`src/rtl/mdu_iterative.sv`:
```
// Iterative RV32M multiply/divide unit: 32-cycle shift-add multiply and restoring divide.
// Optional `MDU_ZERO_SKIP_EN: multiplies with a zero operand take the one-cycle fast path.
module mdu_iterative #(
  parameter int DATA_WIDTH = 32,
  parameter int CNT_WIDTH  = 6
) (
  input  logic                  clk_i,
  input  logic                  rstn_i,
  input  logic                  start_i,
  input  logic [2:0]            op_i,
  input  logic [DATA_WIDTH-1:0] srcA_i,
  input  logic [DATA_WIDTH-1:0] srcB_i,
  output logic                  busy_o,
  output logic                  done_o,
  output logic [DATA_WIDTH-1:0] result_o
);
  localparam int W = DATA_WIDTH;
  localparam logic [CNT_WIDTH-1:0] LAST_ITER = CNT_WIDTH'(W - 1);

  typedef enum logic [1:0] {IDLE, CALC, DONE} state_e;
  typedef enum logic [2:0] {
    OP_MUL = 3'b000, OP_MULH = 3'b001, OP_MULHSU = 3'b010, OP_MULHU = 3'b011,
    OP_DIV = 3'b100, OP_DIVU = 3'b101, OP_REM    = 3'b110, OP_REMU  = 3'b111
  } op_e;

  state_e               state_q, state_d;
  op_e                  op_q, op_d;
  logic                 sign_a_q, sign_a_d, sign_b_q, sign_b_d;
  logic [W-1:0]         a_mag_q, a_mag_d, b_mag_q, b_mag_d;
  logic [2*W-1:0]       prod_q, prod_d;
  logic [CNT_WIDTH-1:0] cnt_q, cnt_d;
  logic [W-1:0]         result_q, result_d;

  // One iteration of each algorithm; prod_q holds {hi, lo} for both.
  logic [W:0]     mul_sum, div_shift, div_diff;
  logic           div_ge;
  logic [2*W-1:0] mul_next, div_next, step_next, prod_fix;
  always_comb begin
    mul_sum   = {1'b0, prod_q[2*W-1:W]} + (prod_q[0] ? {1'b0, a_mag_q} : '0);
    mul_next  = {mul_sum, prod_q[W-1:1]};
    div_shift = prod_q[2*W-1:W-1];
    div_ge    = div_shift >= {1'b0, b_mag_q};
    div_diff  = div_shift - {1'b0, b_mag_q};
    div_next  = {(div_ge ? div_diff[W-1:0] : div_shift[W-1:0]), prod_q[W-2:0], div_ge};
    step_next = op_q[2] ? div_next : mul_next;
    prod_fix  = (sign_a_q ^ sign_b_q) ? -step_next : step_next;
  end

  // Operand decode for the accepting cycle.
  logic         a_signed, b_signed, in_sign_a, in_sign_b, div_zero, div_ovf, mul_zero;
  logic [W-1:0] in_a_mag, in_b_mag;
  always_comb begin
    a_signed  = (op_i != OP_MULHU) && (op_i != OP_DIVU) && (op_i != OP_REMU);
    b_signed  = a_signed && (op_i != OP_MULHSU);
    in_sign_a = a_signed && srcA_i[W-1];
    in_sign_b = b_signed && srcB_i[W-1];
    in_a_mag  = in_sign_a ? -srcA_i : srcA_i;
    in_b_mag  = in_sign_b ? -srcB_i : srcB_i;
    div_zero  = op_i[2] && (srcB_i == '0);
    div_ovf   = op_i[2] && !op_i[0] && (srcA_i == {1'b1, {(W-1){1'b0}}}) && (&srcB_i);
`ifdef MDU_ZERO_SKIP_EN
    mul_zero  = !op_i[2] && ((srcA_i == '0) || (srcB_i == '0));
`else
    mul_zero  = 1'b0;
`endif
  end

  always_comb begin
    // NOTE: every target gets a default first so no path can infer a latch.
    state_d  = state_q;
    op_d     = op_q;
    sign_a_d = sign_a_q;
    sign_b_d = sign_b_q;
    a_mag_d  = a_mag_q;
    b_mag_d  = b_mag_q;
    prod_d   = prod_q;
    cnt_d    = cnt_q;
    result_d = result_q;
    unique case (state_q)
      IDLE: if (start_i) begin
        op_d     = op_e'(op_i);
        sign_a_d = in_sign_a;
        sign_b_d = in_sign_b;
        a_mag_d  = in_a_mag;
        b_mag_d  = in_b_mag;
        cnt_d    = '0;
        prod_d   = {{W{1'b0}}, (op_i[2] ? in_a_mag : in_b_mag)};
        if (div_zero) begin
          result_d = op_i[1] ? srcA_i : '1;
          state_d  = DONE;
        end else if (div_ovf) begin
          result_d = op_i[1] ? '0 : srcA_i;
          state_d  = DONE;
        end else if (mul_zero) begin
          result_d = '0;
          state_d  = DONE;
        end else begin
          state_d  = CALC;
        end
      end
      CALC: begin
        prod_d = step_next;
        cnt_d  = cnt_q + 1'b1;
        if (cnt_q == LAST_ITER) begin
          state_d = DONE;
          unique case (op_q)
            OP_MUL:                       result_d = prod_fix[W-1:0];
            OP_MULH, OP_MULHSU, OP_MULHU: result_d = prod_fix[2*W-1:W];
            OP_DIV, OP_DIVU:              result_d = prod_fix[W-1:0];
            default:                      result_d = sign_a_q ? -step_next[2*W-1:W]
                                                              : step_next[2*W-1:W];
          endcase
        end
      end
      DONE:    state_d = IDLE;
      default: state_d = IDLE;
    endcase
  end

  // NOTE: state registers use non-blocking assignments so every flop samples pre-edge values.
  always_ff @(posedge clk_i or negedge rstn_i) begin
    if (!rstn_i) begin
      state_q  <= IDLE;
      op_q     <= OP_MUL;
      sign_a_q <= 1'b0;
      sign_b_q <= 1'b0;
      a_mag_q  <= '0;
      b_mag_q  <= '0;
      prod_q   <= '0;
      cnt_q    <= '0;
      result_q <= '0;
    end else begin
      state_q  <= state_d;
      op_q     <= op_d;
      sign_a_q <= sign_a_d;
      sign_b_q <= sign_b_d;
      a_mag_q  <= a_mag_d;
      b_mag_q  <= b_mag_d;
      prod_q   <= prod_d;
      cnt_q    <= cnt_d;
      result_q <= result_d;
    end
  end

  assign busy_o   = (state_q == CALC);
  assign done_o   = (state_q == DONE);
  assign result_o = result_q;
endmodule
```
`config.mk`:
```
export PLATFORM = sky130hd
export DESIGN_NAME = mdu_iterative
export DESIGN_NICKNAME = d
export VERILOG_FILES = /design/src/rtl/mdu_iterative.sv
export SDC_FILE = /design/constraint.sdc
export NUM_CORES = 1
export LEC_CHECK = 0
export BUFFER_PORTS_ARGS = -buffer_cell sky130_fd_sc_hd__buf_4
export CORE_UTILIZATION = 40
export CTS_CLUSTER_DIAMETER = 150
export DETAILED_ROUTE_END_ITERATION = 7
export PLACE_DENSITY_LB_ADDON = 0.12
export SETUP_SLACK_MARGIN = 0.4
export SYNTH_ARGS = -nofsm -noshare
export SYNTH_HDL_FRONTEND = slang
export SYNTH_SLANG_ARGS = --single-unit
```
`constraint.sdc`:
```
create_clock -name clk_i -period 12.6 [get_ports clk_i]
set_clock_uncertainty 0.05 [all_clocks]
set_input_delay 0.63 -clock clk_i [delete_from_list [all_inputs] [get_ports clk_i]]
set_output_delay 0.63 -clock clk_i [all_outputs]
set_load 0.02 [all_outputs]
```
==> results.cfg <==
[finish]
final_nets = 2357
final_common_cell = nand2_1
final_layout_size_suffix_gt1_frac = 0.1109
final_cell_mix = 262 x nand2_1, 204 x o21ai_0, 172 x nor2_1, 172 x dfrtp_1, 141 x a21oi_1
design_area_um2 = 18830
areaGrowthSynthToFinish_pct = 10.42
fill_cells = 4244
final_cells = 2771

[logic_synthesis]
synth_ff_type = dfrtp_1
yosysTopAreaCell = dfrtp_1
synth_edf_count = 0
synthArstFlopShare = 1.000
yosysTopAreaCellShare = 0.2539
ys_seq_area_frac = 0.2539
synthCells = 2198
yosysUniqueCellTypes = 103
syn_avg_cell_area_um2 = 7.757
ys_ff_latch = 173
syn-cell-area_um2 = 17050
synth_area_leaders = dfrtp_1 25%, o21ai_0 6.0%, nand2_1 5.8%
ys.warnings.count = 0
syn_nets = 2340

[routing]
routedWlPerCell_um = 27.26
wl_met3_mm = 5.367
highest_layer = met4
vias = 17810
antenna_left = 0
route.detailed.drc = 0
wl_met2_mm = 33.13
wl_met1_mm = 33.34
vias_per_cell = 6.427
drt_iter0_markers = 1979
first_pass_iters = 5
wl_mm = 75.55

[die]
row_count = 75
coreArea_um2 = 41950
fp.dieH_um = 208.5
die_x_um = 208.5
initial_core_util = 0.4064
die-area_um2 = 43450
pin_count = 104

[global_routing]
antenna_found_initial = 1
grt_pass1_wl_mm = 111.2
grt_pass1_vias = 16780
grt_usage = 0.3480
grt_max_degree = 78
grt-ovfl-total = 0

[cts]
postCtsHoldBufs = 0
clockBufferDepth = 2
cts_resized = 0
cts_tree = done
numCtsBuffers = 17
postCtsSetupBuffers = 0
htreeDepth = 4
cts_root_buf = clkbuf_16
clk_latency_ns = 0.50
clock_sinks = 173
clk_pin_slew_ns = 0.08

[timing]
rsz0062_at_grt = false
slew_violations = 0
hold_viol_final = 0
slew_headroom = 0.2074
whs_ns = 0.04912
setup_viol = 0
fmax_mhz = 148.2
fin_tns_setup_ns = 0
tightest_slew_ns = 1.185
period_needed_ns = 6.747
period_share = 0.5355

[status]
status = complete, no violations

[setup_path]
r2r_slack_ns = 5.85
startpoint_type = register
path_max_fanout = 16
cp.required_ns = 12.92
end_kind = register
critical_path_class = register to register
worstPathArrival_ns = 7.07

[place]
dp_hpwl_mm = 58.86
portBuffers = 103
place_inst = 2735
place_area_um2 = 18240
place_congestion = 1.016

[pwr]
power_frac_comb = 0.731
switching_power_mw = 3.540
clkPwrFrac = 0.091
power.leakage_nw = 7.740
p_int_mw = 2.612
finalPower_mw = 6.152
p_seq_frac = 0.178
p_per_area_nw_per_um2 = 326.8
netSwitchingFraction = 0.5755
ir_drop_mv = 0.2493

[min_path]
hold_path.class = primary input to async pin

[job]
maxCapViolCount = 0
[power groups by stage]
stage | Sequential (mW) | Clock [mW] | Combinational [mW]
finish | 1.10 | 0.560 | 4.50
global route | 1.13 | 0.586 | 4.82
CTS | 1.09 | 0.567 | 4.41
detailed placement | 1.10 | 0 | 4.39
global placement | 1.09 | 0 | 4.40
floorplan | 1.01 | 0 | 3.01
[synthesized netlist by cell type, types with 44 or more instances]
cell type  number
inv_1          65
a21oi_1       141
nand2_1       264
o21ai_0       205
xor2_1         79
and2_1         48
mux2i_1        58
nor3_1         50
nor2_1        173
clkbuf_1      103
o31ai_1        46
ha_1           70
xnor2_1        83
a31oi_1        44
dfrtp_1       173
[worst max-delay path: stages (launching register included)]
cell and delay, ns:
dfrtp_1 0.48, ha_1 0.42, nor2b_1 0.18, o21bai_1 0.44, a211oi_2 0.21, o211a_2 0.45, nor2_1 0.22, a21boi_1 0.14
inv_1 0.27, ha_1 0.24, o21ai_0 0.13, nor4_1 0.62, o2111a_1 0.45, nand2_1 0.11, nor2_1 0.92, nand3_1 0.27
o41ai_1 0.38, xnor2_1 0.11, a221oi_1 0.40, o31ai_1 0.12
[cell families (layout without fill, tap and decap cells)]
family / after synthesis / count (layout) / synth area share
muxes: 71 / 71 / 0.04279
adders and majority gates: 97 / 97 / 0.06840
and+or+nand+nor: 766 / 766 / 0.2187
AOI/OAI and AO/OA: 724 / 724 / 0.2858
buffers and inverters: 205 / 235 / 0.04719
xor gates and xnor gates: 162 / 162 / 0.08322
other: 0 / 4 / 0
DFF: 173 / 173 / 0.2539
[metrics by stage]
stage                     setup slack, ns  utilization
after floorplan                     7.702            -
after global placement              6.209       0.4349
after detailed placement            6.102       0.4349
after CTS                           6.075       0.4486
after global routing                5.487       0.4486
final                               5.853       0.4488
[flip-flops by register name (all words and copies together), names as in the netlist]
name,cells
a_mag_q,32
sign_b_q,1
result_o,32
op_q,3
cnt_q,6
sign_a_q,1
state_q,2
b_mag_q,32
prod_q,64
[cell type report]
type | count | area [µm²] | area share
clock inverters | 13 | 130.1 | 0.006912
diodes | 4 | 10.01 | 0.0005317
repair buffers | 135 | 1020 | 0.05417
well taps | 539 | 674.4 | 0.03582
inverters | 68 | 256.5 | 0.01362
multi-input cells | 1820 | 11960 | 0.6353
flip-flops and latches | 173 | 4333 | 0.2302
clock buffers | 19 | 442.9 | 0.02353
[final timing paths]
check,startpoint,endpoint,cells past startpoint
max,prod_q[32]$_DFFE_PN0P_,result_o[24]$_DFFE_PN0P_,19
min in group clk_i,a_mag_q[17]$_DFFE_PN0P_,a_mag_q[17]$_DFFE_PN0P_,2
max reg2reg,prod_q[32]$_DFFE_PN0P_,result_o[24]$_DFFE_PN0P_,19
min reg2reg,a_mag_q[17]$_DFFE_PN0P_,a_mag_q[17]$_DFFE_PN0P_,2
min,rstn_i,b_mag_q[19]$_DFFE_PN0P_,1
max in group asynchronous,rstn_i,result_o[1]$_DFFE_PN0P_,2
[metal layers]
metal,GRT usage,vias to the layer above
li1,-,8166
met2,0.5220,801
met1,0.4778,8695
met3,0.06053,147
met5,0,-
met4,0.1785,0
Note: power is estimated with default switching activity, not from simulation.
